<file path="src/rtl/div_pkg.sv">
// rtl/div_pkg.sv - shared FSM state type and default width for the sequential divider
package div_pkg;

  localparam int DIV_WIDTH_DEF = 32;

  typedef enum logic [1:0] {
    IDLE = 2'd0,
    CALC = 2'd1,
    FIX  = 2'd2,
    DONE = 2'd3
  } div_state_t;

endpackage

</file>
<file path="src/rtl/div_step.sv">
// rtl/div_step.sv - one combinational restoring-division iteration
module div_step
  import div_pkg::*;
#(
  parameter int WIDTH = DIV_WIDTH_DEF
) (
  input  logic [WIDTH-1:0] rem_in,
  input  logic [WIDTH-1:0] divisor,
  input  logic             dividend_bit,
  output logic [WIDTH-1:0] rem_out,
  output logic             q_bit
);

  logic [WIDTH:0] shifted;
  logic [WIDTH:0] diff;

  // rem_in < divisor keeps shifted < 2*divisor, so bit WIDTH of the difference is the borrow
  assign shifted = {rem_in, dividend_bit};
  assign diff    = shifted - {1'b0, divisor};
  assign q_bit   = ~diff[WIDTH];
  assign rem_out = diff[WIDTH] ? shifted[WIDTH-1:0] : diff[WIDTH-1:0];

endmodule

</file>
<file path="src/rtl/div_seq.sv">
// rtl/div_seq.sv - restoring sequential divider, one quotient bit per cycle; DIV_SIGNED_EN enables signed operation
module div_seq
  import div_pkg::*;
#(
  parameter int WIDTH = DIV_WIDTH_DEF
) (
  input  logic             clk,
  input  logic             reset,
  input  logic             div_control,
  input  logic             signed_op,
  input  logic [WIDTH-1:0] a,
  input  logic [WIDTH-1:0] b,
  output logic [WIDTH-1:0] high,
  output logic [WIDTH-1:0] low,
  output logic             busy,
  output logic             done,
  output logic             div_zero
);

  localparam int CNT_W = $clog2(WIDTH);

  div_state_t       state;
  logic [CNT_W-1:0] cnt;
  logic [WIDTH-1:0] rem;
  logic [WIDTH-1:0] quo;
  logic [WIDTH-1:0] dvs;
  logic [WIDTH-1:0] rem_nxt;
  logic             q_bit;
  logic [WIDTH-1:0] a_mag;
  logic [WIDTH-1:0] b_mag;

`ifdef DIV_SIGNED_EN
  logic neg_q;
  logic neg_r;
  logic a_neg;
  logic b_neg;

  assign a_neg = signed_op & a[WIDTH-1];
  assign b_neg = signed_op & b[WIDTH-1];
  assign a_mag = a_neg ? -a : a;
  assign b_mag = b_neg ? -b : b;
`else
  logic unused_signed_op;

  assign unused_signed_op = signed_op;
  assign a_mag = a;
  assign b_mag = b;
`endif

  // quo starts as the dividend magnitude and is shifted out MSB-first while quotient bits shift in
  div_step #(.WIDTH(WIDTH)) u_step (
    .rem_in      (rem),
    .divisor     (dvs),
    .dividend_bit(quo[WIDTH-1]),
    .rem_out     (rem_nxt),
    .q_bit       (q_bit)
  );

  always_ff @(posedge clk or posedge reset) begin
    if (reset) begin
      state    <= IDLE;
      cnt      <= '0;
      rem      <= '0;
      quo      <= '0;
      dvs      <= '0;
      high     <= '0;
      low      <= '0;
      busy     <= 1'b0;
      done     <= 1'b0;
      div_zero <= 1'b0;
`ifdef DIV_SIGNED_EN
      neg_q    <= 1'b0;
      neg_r    <= 1'b0;
`endif
    end else begin
      done <= 1'b0;
      case (state)
        IDLE: begin
          if (div_control) begin
            if (b == '0) begin
              div_zero <= 1'b1;
              state    <= DONE;
            end else begin
              div_zero <= 1'b0;
              quo      <= a_mag;
              dvs      <= b_mag;
              rem      <= '0;
              cnt      <= CNT_W'(WIDTH - 1);
              busy     <= 1'b1;
`ifdef DIV_SIGNED_EN
              neg_q    <= a_neg ^ b_neg;
              neg_r    <= a_neg;
`endif
              state    <= CALC;
            end
          end
        end
        CALC: begin
          rem <= rem_nxt;
          quo <= {quo[WIDTH-2:0], q_bit};
          if (cnt == '0) state <= FIX;
          else cnt <= cnt - 1'b1;
        end
        FIX: begin
`ifdef DIV_SIGNED_EN
          high <= neg_q ? -quo : quo;
          low  <= neg_r ? -rem : rem;
`else
          high <= quo;
          low  <= rem;
`endif
          busy  <= 1'b0;
          state <= DONE;
        end
        DONE: begin
          done  <= 1'b1;
          state <= IDLE;
        end
      endcase
    end
  end

endmodule

</file>
<file path="config.mk">
export PLATFORM = sky130hd
export DESIGN_NAME = div_seq
export DESIGN_NICKNAME = d
export VERILOG_FILES = /design/src/rtl/div_pkg.sv /design/src/rtl/div_step.sv /design/src/rtl/div_seq.sv
export SDC_FILE = /design/constraint.sdc
export NUM_CORES = 1
export LEC_CHECK = 0
export CAP_MARGIN = 0
export CORE_UTILIZATION = 55
export DETAILED_ROUTE_END_ITERATION = 8
export PLACE_DENSITY = 0.88
export SLEW_MARGIN = 20
export SYNTH_ARGS = -nofsm -noshare
export SYNTH_HDL_FRONTEND = slang
export SYNTH_SLANG_ARGS = --single-unit
export TNS_END_PERCENT = 10
</file>
<file path="constraint.sdc">
create_clock -name clk -period 7.2 [get_ports clk]
set_input_delay 1.44 -clock clk [delete_from_list [all_inputs] [get_ports clk]]
set_output_delay 1.44 -clock clk [all_outputs]
set_load 0.01 [all_outputs]
</file>
==> results.cfg <==
[cts]
path_clk_slew_ns = 0.07
cts_buffers = 17
cts_resized = 0
cts.htree.levels = 4
cts_tree = done
cts.sinks = 170
clk_latency_ns = 0.43
clk_path_buf_depth = 2
ctsRootBufferMaster = clkbuf_16
post_cts_buffers = 0
hold_buffers = 0

[grt]
grt_use_met3_pct = 4.11
overflow = 0
grt_pass1_vias = 7378
grt_pass1_wl_um = 37900
top_usage_layer = met2
track_usage_pct = 27.4
grt_max_degree = 110
grtUsageMet2_pct = 45.5
globalRouteMet1Util_pct = 37.0
antenna_found_initial = 0

[drt]
wl_per_cell_um = 18.2
vias_per_cell = 6.04
postRouteAntennaNets = 0
drt-pass1-iter-count = 7
drtIter0Drc = 798
wirelength_um = 22700
vias = 7539
drc = 0

[yosys]
synth_area_leaders = dfrtp_1, mux2_2, ha_1, nand2_1, mux2i_1
yosysWarnings = 0
avgSynthCellArea_sq_um = 10.2
syn-num-nets = 1020
synth_seq_cells = 170
synth_edf_count = 0
netlist_area_sq_um = 9310
synth_flop_cell = dfrtp_1
synthArstFlopShare_pct = 100
synth-seq-area-share_pct = 45.7
yosysTopAreaCellShare_pct = 45.7
syn_inst = 913
yosysUniqueCellTypes = 63
synth_top_cell_by_area = dfrtp_1

[placement]
numPortBuffers = 133
dp_hpwl_um = 15100
gp_congestion = 0.939

[timing]
finClkSkew_ns = 0.00798
final.min_clock_period_ns = 4.02
setup_violations = 0
relSlewSlack_pct = 28.6
max_freq_ghz = 0.249
finalHoldViolations = 0
hold-worst-slack_ns = 0.504
worst_slew_pin_slew_ns = 1.07
grt_setup_unrepaired = no
setup_tns_ns = 0
fin_crit_sh_pct = 55.9
drv_slew = 0

[critical_path]
crit_slowest_cell = o21a_2
worst-path-max-fanout = 51
arrival_ns = 4.39
crit_required_ns = 7.57
crit_chain = clkdlybuf4s50_1 -> nor4_1 -> nand4_1 -> o21bai_4 -> o21a_2 -> buf_12 -> and2_1 -> a311o_1
crit_path_start_kind = primary input
slowest_delay_ns = 0.72
crit_type = primary input to flop
end_kind = flop

[floorplan]
ios = 135
chipWidth_um = 132
num_rows = 47
start_util_pct = 56.2
die_area_sq_um = 17500
die_height_um = 132
core-area_sq_um = 16600

[final_layout]
nNetsFinal = 1123
drive_gt1_share_pct = 14.5
final_util_pct = 68.5
synthToLayoutAreaGrowth_pct = 22.0
diodes = 0

[job]
timing.max_cap.violations = 0

[pwr]
power_density_nw_per_um2 = 395
peakVddDrop_v = 0.000201
total_leakage_power_nw = 5.04

[run_status]
outcome = finished clean

[worst_hold_path]
hold_path.class = flop to flop
==> layout make-up <==
type	count	area, sq um
fill	1252	5220
inverter	47	181
clock inverter	12	111
timing repair buffer	139	1390
multi-input combinational	641	4700
clock buffer	20	457
sequential	170	4250
tap	220	275
==> final timing paths <==
kind | from | to | slack, ns | cells past startpoint
max | b[25] | rem[1] | 3.18 | 8
min | low[13] | low[13] | 0.50 | 1
max reg2reg | quo[31] | rem[4] | 3.45 | 11
min reg2reg | low[13] | low[13] | 0.50 | 1
max in group asynchronous | reset | quo[5] | 4.25 | 3
min in group asynchronous | reset | quo[22] | 1.62 | 2
==> routing by layer <==
metal  vias up  part of all wire, %
li1       3528                    -
met1      3676                   43
met2       297                   49
met3        38                  6.2
met4         0                  2.1
met5         -                    0
==> placed cells by master, fill, tap and decap left out, types with 6 or more instances in the layout <==
cell | netlist | routed
clkbuf_16 | 0 | 17
a21o_1 | 14 | 14
a31oi_1 | 6 | 6
o211ai_1 | 17 | 17
nor4_1 | 10 | 10
mux2i_1 | 33 | 33
nor3_1 | 14 | 14
a221o_1 | 15 | 15
dfrtp_1 | 170 | 170
a21oi_1 | 48 | 47
nand4_1 | 21 | 21
inv_1 | 47 | 46
xnor2_1 | 7 | 7
mux2_2 | 97 | 97
nor2_1 | 33 | 33
a211oi_1 | 8 | 8
nand2_1 | 111 | 111
clkdlybuf4s50_1 | 0 | 133
nand3_1 | 12 | 12
o21a_1 | 12 | 11
o21ai_0 | 60 | 60
xor2_1 | 9 | 9
ha_1 | 38 | 36
==> flip-flops by register name (all words and copies together) (netlist names), 2 cells and up <==
signal / count
cnt: 5
dvs: 32
high: 32
low: 32
quo: 32
rem: 32
state: 2
==> power by group <==
part	internal (mW)	switching [mW]
clock	0.498	0.394
sequential	1.29	0.223
combinational	0.969	1.11
==> Yosys cell counts (all sizes together), types with 12 or more instances <==
master and instances:
o21ai 63, o21a 12, dfrtp 170, nand4 21, a21oi 48, a21o 14, a221o 15, nand2 111
mux2i 33, nor3 14, mux2 97, o211ai 17, clkbuf 45, nand3 12, ha 38, inv 47
nor2 33
==> per-stage QoR <==
stage          area, sq um  power [mW]  std cells  setup WS, ns
4_1_cts              11400        4.49       1249          3.08
5_1_grt              11400        4.79       1249          3.01
3_3_place_gp         10800        3.49       1217          2.65
3_5_place_dp         10800        3.57       1217          2.66
2_1_floorplan         9310        2.92        913          1.16
6_report             11400        4.49       1249          3.18
==> cells by family after synthesis <==
family / Yosys count / synth area share, %
compound gates: 226 / 16.3
xor+xnor: 16 / 1.50
fa+ha+maj: 39 / 5.32
buf+inv: 102 / 4.34
flops: 170 / 45.7
mux: 130 / 15.3
simple gates: 230 / 11.5
==> worst max-delay path, delay by kind of cell <==
kind	cells	cell delay (ns)
AND/OR/NAND/NOR	3	1.10
AO/OA/AOI/OAI	3	1.07
buffers and inverters	2	0.76
Note: power is estimated with default switching activity, not from simulation.
==> variant (config.mk and constraints unchanged) <==
Change the package constant `DIV_WIDTH_DEF` from 32 to 16.
--- a/src/rtl/div_pkg.sv
+++ b/src/rtl/div_pkg.sv
@@ -1,7 +1,7 @@
 // rtl/div_pkg.sv - shared FSM state type and default width for the sequential divider
 package div_pkg;
 
-  localparam int DIV_WIDTH_DEF = 32;
+  localparam int DIV_WIDTH_DEF = 16;
 
   typedef enum logic [1:0] {
     IDLE = 2'd0,
Interface: changed (resized a, b, high and low); port bits go from 135 to 71. The function was not compared with the original's and may differ.
==> variant against the original RTL <==
Sequential power fell by 43%. Count of clock-buffer cells in the layout fell by 10. Cell area fell by 50%. Largest cell class is now flip-flops and latches. Critical path depth rose by 2. Via count fell by 54%. First-iteration DRC count fell by 83%. Sequential cell count fell by 81. Synthesized area fell by 50%. Sequential share of layout area rose by 2.0 points. Setup slack got worse by 0.048 ns. Wire length fell by 57%. Power fell by 40%.
==> variant: results (changes against the original RTL) <==
Parameter                              Value

Yosys
  Top cells by area in the synthesized netlist ... sky130_fd_sc_hd__dfrtp_1, sky130_fd_sc_hd__mux2_2, sky130_fd_sc_hd__mux2i_1, sky130_fd_sc_hd__ha_1, sky130_fd_sc_hd__o21ai_0
  Post-Synth XOR/XNOR Area ... 2.251% (+0.75 points)
  Number of library cell types mapped by synthesis ... 52 (-17%)
  Fraction of synthesized area in multiplexers ... 17.77% (+2.5 points)
  Leading post-synthesis cells by instance count ... sky130_fd_sc_hd__dfrtp_1, sky130_fd_sc_hd__mux2_2, sky130_fd_sc_hd__nand2_1

Critical path
  Startpoint of the lowest-slack register-to-register path ... quo[15]
  Reg-to-reg slack, setup ... 4.22 ns (+0.77 ns)
  Worst setup path endpoint ... cnt[3]
  Data arrival time of the critical path ... 4.29 ns (-0.10 ns)
  Endpoint of the most critical register-to-register path ... rem[5]
  Worst Reg2Reg Path Length in Cells ... 12 (+1)

CTS
  Root buffer cell ... sky130_fd_sc_hd__clkbuf_8
  Total clock buffers created by CTS ... 9 (-8)
  # H-tree levels ... 3 (-1)

Global route
  Maximum number of pins on one net before global-route repair ... 90 (-18%)
  Global router's overall resource usage ... 24.20% (-3.2 points)

Layout
  Post-layout net count ... 550 (-51%)
  Fillers ... 630 (-50%)

STA
  Rel. slew slack ... 48.00% (+19 points)
  Final setup skew ... 0.004354 ns (-0.003621 ns)
  Time the worst path needs with I/O delays and setup ... 4.070 ns (+0.04783 ns)

Placed design
  Global placer's final weighted congestion ... 0.8786 (-6.4%)
  HPWL reported at the end of detailed placement ... 6.995 mm (-54%)
  Cell area reported after detailed placement ... 0.005451 mm^2 (-49%)
  DP Worst Slack ... 2.801 ns (+0.1458 ns)
  DP Cell Count ... 586 (-52%)

Route
  Wl on met1 ... 4.236 mm (-57%)
  Count of TritonRoute iterations in the first routing pass ... 4 (-3)
  Wire length on met3 ... 361 um (-74%)
  Total number of vias ... 3459 (-54%)

Power
  Static Leak ... 2.548 nW (-49%)
  Net switching power ... 0.001085 W (-37%)
  Cell-internal power ... 0.001624 W (-41%)
  Clock network power consumption ... 0.000333 W (-63%)

Status
  Result of the run ... finished, final reports clean
-- variant: final cells by class --
type                            count  area, um^2  area share [%]
Clock inverter                      6       58.81           1.042
Timing Repair Buffer               75       779.5           13.82
Inverter                           28       106.4           1.885
Clock buffer                       10       127.6           2.262
Tap cell                          105       131.4           2.329
Multi-Input combinational cell    289        2211           39.19
Sequential cell                    89        2227           39.48
-- variant: per-layer routing --
metal / track usage [%] / vias to the layer above
met3: 3.984 / 13
met5: 0 / -
met4: 7.692 / 0
met1: 31.23 / 1725
met2: 41.61 / 79
li1: - / 1642
-- variant: worst min path at each step --
stage	from	end	slack [ns]	cells past startpoint
after floorplan	quo[0]	quo[0]	0.47	2
after global placement	quo[14]	quo[14]	0.48	2
after detailed placement	dvs[3]	dvs[3]	0.49	1
after CTS	dvs[3]	dvs[3]	0.51	1
after global routing	high[6]	high[6]	0.52	1
final	dvs[3]	dvs[3]	0.51	1
